[src/rtl/uc_pkg.sv]
// Shared types and constants for the uc control unit: FSM states, opcode
// encodings and the control-vector record driven to the datapath.
package uc_pkg;

  typedef enum logic [2:0] {
    RST_WAIT  = 3'd0,
    RUN       = 3'd1,
    STEP_WAIT = 3'd2,
    STEP_EXEC = 3'd3,
    HALT      = 3'd4
  } state_e;

  localparam logic [5:0] OP_J      = 6'b110000;
  localparam logic [5:0] OP_JZ     = 6'b110001;
  localparam logic [5:0] OP_JNZ    = 6'b110010;
  localparam logic [5:0] OP_HALT   = 6'b111111;
  localparam logic [1:0] OP_LI_PFX = 2'b10;

  localparam logic [2:0] ALU_PASS_B = 3'b000;

  typedef struct packed {
    logic       s_inc;
    logic       s_inm;
    logic       we3;
    logic       wez;
    logic [2:0] alu_op;
    logic       pc_en;
  } ctrl_t;

  // Safe vector: no writes, PC held, next-address mux on the increment path
  localparam ctrl_t CTRL_IDLE = '{
    s_inc:  1'b1,
    s_inm:  1'b0,
    we3:    1'b0,
    wez:    1'b0,
    alu_op: ALU_PASS_B,
    pc_en:  1'b0
  };

endpackage

[src/rtl/uc_decode.sv]
// Combinational opcode decoder; emits the idle vector unless the FSM is in
// an executing state.
module uc_decode
  import uc_pkg::*;
(
  input  logic       exec_i,
  input  logic [5:0] opcode_i,
  input  logic       zero_i,
  output ctrl_t      ctrl_o
);

  always_comb begin
    ctrl_o = CTRL_IDLE;
    if (exec_i) begin
      if (!opcode_i[5]) begin
        ctrl_o.alu_op = opcode_i[4:2];
        ctrl_o.we3    = 1'b1;
        ctrl_o.wez    = 1'b1;
        ctrl_o.pc_en  = 1'b1;
      end else if (opcode_i[5:4] == OP_LI_PFX) begin
        ctrl_o.alu_op = ALU_PASS_B;
        ctrl_o.s_inm  = 1'b1;
        ctrl_o.we3    = 1'b1;
        ctrl_o.pc_en  = 1'b1;
      end else begin
        case (opcode_i)
          OP_J: begin
            ctrl_o.s_inc = 1'b0;
            ctrl_o.pc_en = 1'b1;
          end
          OP_JZ: begin
            ctrl_o.s_inc = ~zero_i;
            ctrl_o.pc_en = 1'b1;
          end
          OP_JNZ: begin
            ctrl_o.s_inc = zero_i;
            ctrl_o.pc_en = 1'b1;
          end
          OP_HALT: ctrl_o = CTRL_IDLE;
          default: ctrl_o.pc_en = 1'b1;
        endcase
      end
    end
  end

endmodule

[src/rtl/uc.sv]
// Control unit: run/single-step/halt FSM, step handshake and retired-instruction
// counter (counter built only when UC_INSTR_CNT_EN is defined).
module uc
  import uc_pkg::*;
(
  input  logic        clk,
  input  logic        reset,
  input  logic [5:0]  Opcode,
  input  logic        zero,
  input  logic        run,
  input  logic        step,
  output logic        s_inc,
  output logic        s_inm,
  output logic        we3,
  output logic        wez,
  output logic [2:0]  ALUOp,
  output logic        pc_en,
  output logic        halted,
  output logic        step_ack,
  output logic [15:0] instr_cnt
);

  state_e state_q, state_d;
  logic   armed_q, armed_d;
  logic   exec;
  logic   halt_op;
  ctrl_t  ctrl;

  assign halt_op = (Opcode == OP_HALT);

  always_ff @(posedge clk or negedge reset) begin
    if (!reset) begin
      state_q <= RST_WAIT;
      armed_q <= 1'b1;
    end else begin
      state_q <= state_d;
      armed_q <= armed_d;
    end
  end

  always_comb begin
    state_d = state_q;
    armed_d = armed_q;
    case (state_q)
      RST_WAIT:  state_d = run ? RUN : STEP_WAIT;
      RUN: begin
        if (halt_op)   state_d = HALT;
        else if (!run) state_d = STEP_WAIT;
      end
      STEP_WAIT: begin
        if (run)                  state_d = RUN;
        else if (step && armed_q) state_d = STEP_EXEC;
      end
      STEP_EXEC: state_d = halt_op ? HALT : STEP_WAIT;
      HALT:      state_d = HALT;
      default:   state_d = RST_WAIT;
    endcase
    // A held step level must drop to 0 before another step is accepted
    if (state_q == STEP_WAIT && state_d == STEP_EXEC) armed_d = 1'b0;
    else if (!step)                                   armed_d = 1'b1;
  end

  always_comb begin
    exec     = (state_q == RUN) || (state_q == STEP_EXEC);
    halted   = (state_q == HALT);
    step_ack = (state_q == STEP_EXEC);
  end

  uc_decode u_decode (
    .exec_i   (exec),
    .opcode_i (Opcode),
    .zero_i   (zero),
    .ctrl_o   (ctrl)
  );

  assign s_inc = ctrl.s_inc;
  assign s_inm = ctrl.s_inm;
  assign we3   = ctrl.we3;
  assign wez   = ctrl.wez;
  assign ALUOp = ctrl.alu_op;
  assign pc_en = ctrl.pc_en;

`ifdef UC_INSTR_CNT_EN
  logic [15:0] cnt_q, cnt_d;

  assign cnt_d = ctrl.pc_en ? cnt_q + 16'd1 : cnt_q;

  always_ff @(posedge clk or negedge reset) begin
    if (!reset) cnt_q <= '0;
    else        cnt_q <= cnt_d;
  end

  assign instr_cnt = cnt_q;
`else
  assign instr_cnt = '0;
`endif

endmodule

[config.mk]
export PLATFORM = sky130hd
export DESIGN_NAME = uc
export DESIGN_NICKNAME = d
export VERILOG_FILES = /design/src/rtl/uc_pkg.sv /design/src/rtl/uc_decode.sv /design/src/rtl/uc.sv
export SDC_FILE = /design/constraint.sdc
export NUM_CORES = 1
export LEC_CHECK = 0
export CORE_MARGIN = 8
export CORE_UTILIZATION = 26
export DETAILED_ROUTE_END_ITERATION = 10
export HOLD_SLACK_MARGIN = 0.05
export PLACE_DENSITY = 0.72
export SYNTH_ARGS = -nofsm -noshare
export SYNTH_HDL_FRONTEND = slang
export SYNTH_SLANG_ARGS = --single-unit
[constraint.sdc]
create_clock -name clk -period 1 [get_ports clk]
set_input_delay 0.2 -clock clk [delete_from_list [all_inputs] [get_ports clk]]
set_output_delay 0.2 -clock clk [all_outputs]
set_load 0.005 [all_outputs]
==> results of run 1 <==
-- metal layers --
metal / wire (um) / share of wire
met4: 53 / 0.035
met2: 843 / 0.55
met3: 87 / 0.057
met1: 544 / 0.36
met5: 0 / 0
-- worst paths after layout --
| path | cells past startpoint | to | startpoint | slack (ns) |
|---|---|---|---|---|
| min in group clk | 2 | armed_q | armed_q | 0.47 |
| max in group asynchronous | 1 | armed_q | reset | 0.60 |
| worst min register to register | 2 | armed_q | armed_q | 0.47 |
| worst max-delay path | 6 | ALUOp[1] | state_q[2] | -0.48 |
| worst max register to register | 5 | armed_q | state_q[0] | -0.26 |
| worst min-delay path | 1 | state_q[2] | reset | 0.16 |
-- cell families after synthesis --
group                  synth area share
buffers and inverters             0.304
AND/OR/NAND/NOR                   0.322
flip-flops                        0.248
multiplexers                     0.0245
AO/OA/AOI/OAI                    0.0920
other                           0.00919
-- repair_timing --
item | in CTS | in global routing
pin swaps | 10 | 7
gates resized for setup | 82 | 10
gates cloned | 0 | 0
setup buffers | 15 | 1
hold buffers | 0 | 0
endpoints found under the setup margin | 14 | 14
-- synth_stat cells (all sizes together) --
| library cell | number | area share |
|---|---|---|
| a21oi | 1 | 0.012 |
| a221oi | 1 | 0.021 |
| a31oi | 1 | 0.015 |
| and2 | 3 | 0.046 |
| buf | 16 | 0.29 |
| conb | 1 | 0.0092 |
| dfrtp | 3 | 0.18 |
| dfstp | 1 | 0.064 |
| inv | 1 | 0.0092 |
| mux2i | 1 | 0.025 |
| nand2 | 5 | 0.046 |
| nand2b | 1 | 0.034 |
| nand4 | 1 | 0.015 |
| nor2 | 4 | 0.055 |
| nor3 | 1 | 0.025 |
| nor3b | 3 | 0.055 |
| nor4 | 1 | 0.031 |
| o32ai | 1 | 0.021 |
| o41ai | 1 | 0.021 |
| or2 | 1 | 0.015 |
-- layout make-up --
cell class | count | area, um^2 | share of cell area
Clock buffer | 4 | 26.3 | 0.0323
Timing Repair Buffer | 42 | 327 | 0.402
Multi-Input combinational cell | 42 | 334 | 0.411
Inverter | 1 | 3.75 | 0.00462
Tap cell | 16 | 20.0 | 0.0246
Sequential cell | 4 | 103 | 0.126
-- state kept, by name, indices dropped and copies added, names as in the netlist --
signal,count
state_q,3
armed_q,1
-- per-stage QoR --
| stage | setup slack (ns) | area (um^2) | utilization |
|---|---|---|---|
| floorplan | -0.0733 | 464 | - |
| global placement | -0.735 | 617 | 0.414 |
| detailed placement | -0.793 | 617 | 0.414 |
| CTS | -0.492 | 762 | 0.512 |
| global route | -0.521 | 813 | 0.546 |
| finish | -0.475 | 813 | 0.546 |
-- power groups by stage --
| stage | Sequential [mW] | Clock (mW) | Combinational (mW) |
|---|---|---|---|
| global route | 0.220 | 0.252 | 0.565 |
| global placement | 0.214 | 0 | 0.319 |
| CTS | 0.212 | 0.239 | 0.453 |
| floorplan | 0.215 | 0 | 0.166 |
| finish | 0.215 | 0.234 | 0.524 |
| detailed placement | 0.212 | 0 | 0.326 |
==> reports/metrics.yaml, run 1 <==
sta:
  finalWorstSetupSlack_ns: -0.475
  setup_viol: 14
  fin_skew_ns: 0.00152
  period_share: 1.48
  fmax_ghz: 0.678
  rsz0062_at_grt: "yes"
  setup-tns-final_ns: -4.58
  slew_violations: 0
  hold-worst-slack_ns: 0.161
  min_period_ns: 1.48
  hold_violations: 0
cells_and_area:
  fillers: 141
  area_growth_syn_to_layout_pct: 99.4
  drive_gt1_frac: 0.645
  mostFrequentLayoutCells: "17 x buf_4, 16 x conb_1, 13 x buf_2"
  num_antenna_cells: 0
  layout_commonest_cell: "buf_4"
  nNetsFinal: 105
  layout.cells.non_filler: 109
status:
  status: "complete, but fails checks"
  violations: "negative setup slack"
power_and_ir_drop:
  ir_drop_mv: 0.533
  p_sw_frac: 0.345
  seqPwrFrac: 0.221
  combPwrFrac: 0.538
  cellPowerDensity_nw_per_um2: 1200
  switchingPower_mw: 0.336
  p_total_mw: 0.974
  p_leak_nw: 0.409
  p_int_mw: 0.638
  clkPwrFrac: 0.240
place:
  dpl.cell_count: 90
  numPortBuffers: 20
  dp_hpwl_um: 992
  gp_congestion: 0.654
worst_setup_path:
  path_common_cell: "buf_6"
  worst_setup_path_start_kind: "flop"
  cpMaxStageDelayCell: "dfrtp_1"
  critPathKind: "reg2out"
  path_max_fanout: 3
  path_cells: "nand2b_4, nor2_4, buf_6, buf_6, and2_4, buf_6"
  cpPeakStageDelay_ns: 0.37
  cp_top_family: "simple AND/OR/NAND/NOR gates"
  path_buf_inv: 3
  end_kind: "output pin"
  critPathArrivalTime_ns: 1.28
  required_ns: 0.80
floorplanning:
  fp-row-count: 14
  initial_core_util: 0.274
  die_w_um: 55.6
  dieHeight_um: 55.6
  dieArea_um2: 3090
  ios: 37
  core_area_um2: 1490
detailed_routing:
  route.vias.total: 463
  wl_um: 1530
  drt-initial-drc-count: 4
  drtPass1Iterations: 4
  viasPerCell: 4.25
  wl_per_cell_um: 14.0
  ant_nets: 0
  drc: 0
clocking:
  htree_num_levels: 1
  cts.sinks: 4
  clk_latency_ns: 0.24
  cts.reportedPaths.clkPinSlew_ns: 0.04
  cts_tree: "done"
  clockBufferDepth: 2
  cts_buffers: 3
  root_buffer: "clkbuf_4"
logic_synthesis:
  ys_types: 21
  yosysSeqAreaShare: 0.248
  syn_avg_cell_area_um2: 8.50
  ys_seq_elements: 4
  yosys_warnings: 0
  synth_area_um2: 408
  netlist_instances: 48
hold_path:
  hp-class: "in2async"
flow_run:
  maxCapViolCount: 0
global_route:
  grt_overflow: 0
  grt_max_degree: 6
  antenna_found_initial: 0
  grt_pass1_wl_um: 2570
  grt.met3_usage: 0.0251
  grt_pass1_vias: 564
  grt-busiest-layer: "met2"
  grtUsageMet2: 0.184
  globalRouteTotalUtil: 0.103
  met1_usage: 0.0930
Power figures use the tool's default switching activity.
==> run 2: changes to the inputs <==
Settings changed: CORE_ASPECT_RATIO from default to 0.9, CTS_CLUSTER_SIZE from default to 20.
==> run 2 against run 1 <==
  * Final cell count shrank 7.3%
  * First-iteration DRC count shrank 75%
  * Sequential power grew 3%
  * The flow still finishes with violations (negative setup slack)
  * Critical path depth shrank 1
  * Global-route usage shrank 3.0 points
  * Worst setup slack gained 0.031 ns
  * Clock-buffer cell count is the same
  * Largest cell class unchanged
  * Via count shrank 6.9%
  * Worst hold slack gained 0.0010 ns
==> reports/metrics.yaml, run 2 (synthesized netlist as in run 1, its figures left out) <==
sta:
  setup_viol: 14  # unchanged
  period_share: 1.44  # -0.0311
  fmax_ghz: 0.693  # +2.2%
  slew_violations: 0  # unchanged
  hold_violations: 0  # unchanged
  rsz0062_at_grt: "yes"
  fin_skew_ns: 0.0103  # +0.00882 ns
  min_period_ns: 1.44  # -0.0311 ns
  finalWorstSetupSlack_ns: -0.444  # +0.0311 ns
  hold-worst-slack_ns: 0.162  # +0.00102 ns
worst_setup_path:
  path_cells: "nand2b_4, buf_6, nor4_4, nand2_1, buf_2"
  cpMaxStageDelayCell: "dfrtp_1"
  required_ns: 0.80  # about the same
  critPathArrivalTime_ns: 1.24  # -0.04 ns
  worst_setup_path_start_kind: "flop"
  startpoint: "state_q[2]"
  timing.rr.start: "state_q[0]"
  path_max_fanout: 5  # +2
  end_kind: "output pin"
  crit_path_end: "s_inc"
  path_buf_inv: 2  # -1
  cp_top_family: "simple AND/OR/NAND/NOR gates"
  cp_num_cells: 5  # -1
  cpPeakStageDelay_ns: 0.37  # about the same
  r2r_end: "armed_q"
  critPathKind: "reg2out"
  r2r_cells: 5  # unchanged
  rrSetupSlack_ns: -0.23  # +0.03 ns
detailed_routing:
  wl_um: 1310  # -14%
  wl_per_cell_um: 13.0  # -7.3%
  viasPerCell: 4.27  # +0.46%
  ant_nets: 0  # unchanged
  route.vias.total: 431  # -6.9%
  drc: 0  # unchanged
  drtPass1Iterations: 2  # -2
  drt-initial-drc-count: 1  # -3
place:
  dp_hpwl_um: 1020  # +3.2%
  numPortBuffers: 20  # unchanged
  gp_congestion: 0.619  # -5.3%
  dpl_cell_area_um2: 608  # -1.4%
clocking:
  clk_latency_ns: 0.23  # about the same
  clockBufferDepth: 2  # unchanged
  root_buffer: "clkbuf_4"
  cts_buffers: 3  # unchanged
  cts.sinks: 4  # unchanged
  cts_tree: "done"
  cts.reportedPaths.clkPinSlew_ns: 0.04  # about the same
  htree_num_levels: 1  # unchanged
cells_and_area:
  mostFrequentLayoutCells: "16 x conb_1, 10 x buf_4, 8 x buf_2"
  top_register: "state_q"
  drive_gt1_frac: 0.547  # -0.0986
  largest_reg_flops: 3  # unchanged
  layout_commonest_cell: "conb_1"
  area_growth_syn_to_layout_pct: 80.4
  utilization: 0.503  # -0.0437
  reg.largest.list: "state_q: 3 flops, armed_q: 1 flops"
  final_area_um2: 736  # -9.5%
  num_antenna_cells: 0  # unchanged
  nNetsFinal: 98  # -6.7%
status:
  status: "complete, but fails checks"
  violations: "negative setup slack"
flow_run:
  maxCapViolCount: 0  # unchanged
floorplanning:
  dieHeight_um: 53.6  # -3.7%
  ios: 37  # unchanged
  fp-row-count: 13  # -1
  initial_core_util: 0.279  # +0.00468
  dieArea_um2: 3090  # about the same
  die_w_um: 57.8  # +3.8%
  core_area_um2: 1460  # -1.7%
global_route:
  grt_pass1_vias: 439  # -22%
  grtUsageMet2: 0.133  # -0.0516
  grt-busiest-layer: "met2"
  grt.met3_usage: 0.0475  # +0.0224
  met1_usage: 0.0568  # -0.0362
  antenna_found_initial: 0  # unchanged
  grt_overflow: 0  # unchanged
  globalRouteTotalUtil: 0.0739  # -0.0295
  grt_max_degree: 7  # +1
  grt_pass1_wl_um: 1700  # -34%
power_and_ir_drop:
  cellPowerDensity_nw_per_um2: 1200  # +0.19%
  ir_drop_mv: 0.453  # -15%
  p_leak_nw: 0.364  # -11%
hold_path:
  hp-class: "in2async"
-- run 2: layout make-up --
cell class | count | area, um^2
Clock buffer | 4 | 26.3
Tap cell | 15 | 18.8
Inverter | 1 | 3.75
Sequential cell | 4 | 104
Timing Repair Buffer | 35 | 287
Fill cell | 147 | 728
Multi-Input combinational cell | 42 | 297
-- run 2: layer usage --
layer,up-vias,share of wire
met2,28,0.51
met4,0,0.014
met3,2,0.14
met5,-,0
li1,209,-
met1,192,0.33
-- run 2: repair_timing --
action                     4_1_cts  5_1_grt
pin swaps                       12        4
hold buffers                     0        0
cloned                           0        0
resized for setup               53       12
setup endpoints to repair       14       14
buffers inserted                 5        4
-- run 2: how the worst min path moves through the flow --
stage | endpoint | slack, ns | depth (start not counted)
after floorplan | state_q[0] | -0.1 | 0
after global placement | state_q[0] | 0.41 | 1
after detailed placement | state_q[0] | 0.42 | 1
after CTS | state_q[1] | 0.16 | 1
after global routing | state_q[2] | 0.17 | 1
final | state_q[2] | 0.16 | 1
-- run 2: worst reg2reg max path: cells and delay by family, from the launching register on --
family / cells / cell delay (ns)
and+or+nand+nor: 1 / 0.08
DFF: 1 / 0.43
buffers and inverters: 3 / 0.35
AOI/OAI and AO/OA: 1 / 0.29
-- run 2: stage by stage --
| step | TNS [ns] | power (mW) | instances | worst slack (ns) |
|---|---|---|---|---|
| after floorplan | -0.204 | 0.381 | 63 | -0.0733 |
| after global placement | -7.43 | 0.514 | 88 | -0.755 |
| after detailed placement | -7.88 | 0.518 | 88 | -0.821 |
| after CTS | -3.58 | 0.777 | 97 | -0.468 |
| after global routing | -4.65 | 0.956 | 101 | -0.496 |
| final | -3.90 | 0.883 | 101 | -0.444 |
-- run 2: report_power, final --
group | switching (mW) | internal (mW)
registers | 0.0320 | 0.190
clock network | 0.0669 | 0.150
logic | 0.182 | 0.262
==> run 3: changes to the inputs <==
Settings changed: PLACE_DENSITY 0.72 to 0.71, RECOVER_POWER from default to 50.
==> run 3 against run 2 <==
  * The flow still finishes with violations (negative setup slack)
  * Combinational power grew 7.2%
  * Non-clock buffer count up 3
  * Fmax down 1.2%
  * Final cell count increased by 3.0%
  * Register-to-register slack worse by 0.18 ns
  * Critical path depth stayed put
  * Utilization up 5.2 points
  * Worst setup slack got worse by 0.018 ns
  * Global-route usage up 2.6 points
  * Clock skew fell by 0.0030 ns
  * Largest cell class is now buffers
  * Highest routed layer unchanged
==> reports/metrics.yaml, run 3 (synthesized netlist as in run 1, its figures left out) <==
cells_and_area:
  layout_commonest_cell: "conb_1"
  top_register: "state_q"
  largest_reg_flops: 3  # unchanged
  layout.cells.non_filler: 104  # +3.0%
  utilization: 0.555  # +0.0521
  nNetsFinal: 101  # +3.1%
  num_antenna_cells: 0  # unchanged
  mostFrequentLayoutCells: "16 x conb_1, 12 x buf_6, 11 x buf_4"
  drive_gt1_frac: 0.618  # +0.0715
  area_growth_syn_to_layout_pct: 99.1
  reg.largest.list: "state_q: 3 flops, armed_q: 1 flops"
sta:
  period_share: 1.46  # +0.0179
  finalWorstSetupSlack_ns: -0.462  # -0.0179 ns
  setup-tns-final_ns: -5.39  # -1.49 ns
  min_period_ns: 1.46  # +0.0179 ns
  rsz0062_at_grt: "yes"
  fin_skew_ns: 0.00737  # -0.00296 ns
  hold_violations: 0  # unchanged
  slew_violations: 0  # unchanged
  fmax_ghz: 0.684  # -1.2%
  hold-worst-slack_ns: 0.222  # +0.0592 ns
  setup_viol: 14  # unchanged
detailed_routing:
  wl_um: 1460  # +11%
  viasPerCell: 4.41  # +3.4%
  drt-initial-drc-count: 12  # +11
  wl_per_cell_um: 14.0  # +7.7%
  drtPass1Iterations: 4  # +2
  route.vias.total: 459  # +6.5%
  ant_nets: 0  # unchanged
  drc: 0  # unchanged
worst_setup_path:
  cpPeakStageDelay_ns: 0.38  # about the same
  end_kind: "output pin"
  worst_setup_path_start_kind: "flop"
  path_max_fanout: 4  # -1
  cp_top_family: "simple AND/OR/NAND/NOR gates"
  path_cells: "nand2b_4, buf_12, nor2_4, and2_4, buf_6"
  critPathKind: "reg2out"
  required_ns: 0.80  # about the same
  critPathArrivalTime_ns: 1.26  # +0.02 ns
  path_buf_inv: 2  # unchanged
  cpMaxStageDelayCell: "dfrtp_1"
floorplanning:
  die_w_um: 57.8  # unchanged
  initial_core_util: 0.279  # unchanged
  dieArea_um2: 3090  # unchanged
  fp-row-count: 13  # unchanged
  dieHeight_um: 53.6  # unchanged
  ios: 37  # unchanged
  core_area_um2: 1460  # unchanged
global_route:
  grt_overflow: 0  # unchanged
  globalRouteTotalUtil: 0.0999  # +0.0260
  grt_pass1_vias: 499  # +14%
  grt_max_degree: 6  # -1
  antenna_found_initial: 0  # unchanged
  grt_pass1_wl_um: 2230  # +31%
clocking:
  cts_buffers: 3  # unchanged
  htree_num_levels: 1  # unchanged
  cts_tree: "done"
  clk_latency_ns: 0.25  # +0.02 ns
  root_buffer: "clkbuf_4"
  cts.reportedPaths.clkPinSlew_ns: 0.05  # about the same
  clockBufferDepth: 2  # unchanged
  cts.sinks: 4  # unchanged
power_and_ir_drop:
  cellPowerDensity_nw_per_um2: 1170  # -2.9%
  ir_drop_mv: 0.883  # +95%
  p_leak_nw: 0.400  # +10%
place:
  numPortBuffers: 20  # unchanged
  dpl.cell_count: 87  # -1.1%
  gp_congestion: 0.605  # -2.2%
  dp_hpwl_um: 929  # -9.2%
status:
  status: "complete, but fails checks"
  violations: "negative setup slack"
flow_run:
  maxCapViolCount: 0  # unchanged
hold_path:
  hp-class: "in2async"
==> run 3: worst paths after layout <==
| kind | to | start | slack, ns | cells past startpoint |
|---|---|---|---|---|
| max in group asynchronous | armed_q | reset | 0.53 | 1 |
| min in group clk | armed_q | armed_q | 0.47 | 2 |
| worst min register to register | armed_q | armed_q | 0.47 | 2 |
| worst min-delay path | state_q[1] | reset | 0.22 | 1 |
| worst max register to register | armed_q | state_q[2] | -0.41 | 7 |
| worst max-delay path | ALUOp[0] | state_q[2] | -0.46 | 5 |
==> run 3: area by class of cell <==
class / instances / area, um^2
Fill cell: 151 / 652
Timing Repair Buffer: 38 / 335
Multi-Input combinational cell: 42 / 325
Sequential cell: 4 / 103
Clock buffer: 4 / 26.3
Tap cell: 15 / 18.8
Inverter: 1 / 3.75
==> run 3: metal layers <==
metal / up-vias / track usage / share of wire
li1: 215 / - / -
met3: 2 / 0.0784 / 0.14
met5: - / 0 / 0
met1: 212 / 0.0867 / 0.35
met2: 30 / 0.164 / 0.49
met4: 0 / 0.0610 / 0.014
==> run 3: power breakdown <==
group / switching [mW] / internal [mW]
registers: 0.0338 / 0.189
logic: 0.200 / 0.277
clock network: 0.0959 / 0.152
total: 0.329 / 0.617
==> run 3: metrics by stage <==
| stage | area, um^2 | power (mW) | setup slack, ns |
|---|---|---|---|
| final | 812 | 0.946 | -0.462 |
| after global routing | 812 | 1.01 | -0.519 |
| after CTS | 727 | 0.857 | -0.466 |
| after detailed placement | 601 | 0.515 | -0.775 |
| after global placement | 601 | 0.513 | -0.757 |
| after floorplan | 464 | 0.381 | -0.0733 |
==> run 3: repair_timing <==
item / 4_1_cts / 5_1_grt
resized for setup: 76 / 13
pin swaps: 15 / 8
setup endpoints to repair: 14 / 14
cloned: 0 / 0
hold buffers: 0 / 0
setup buffers: 12 / 4
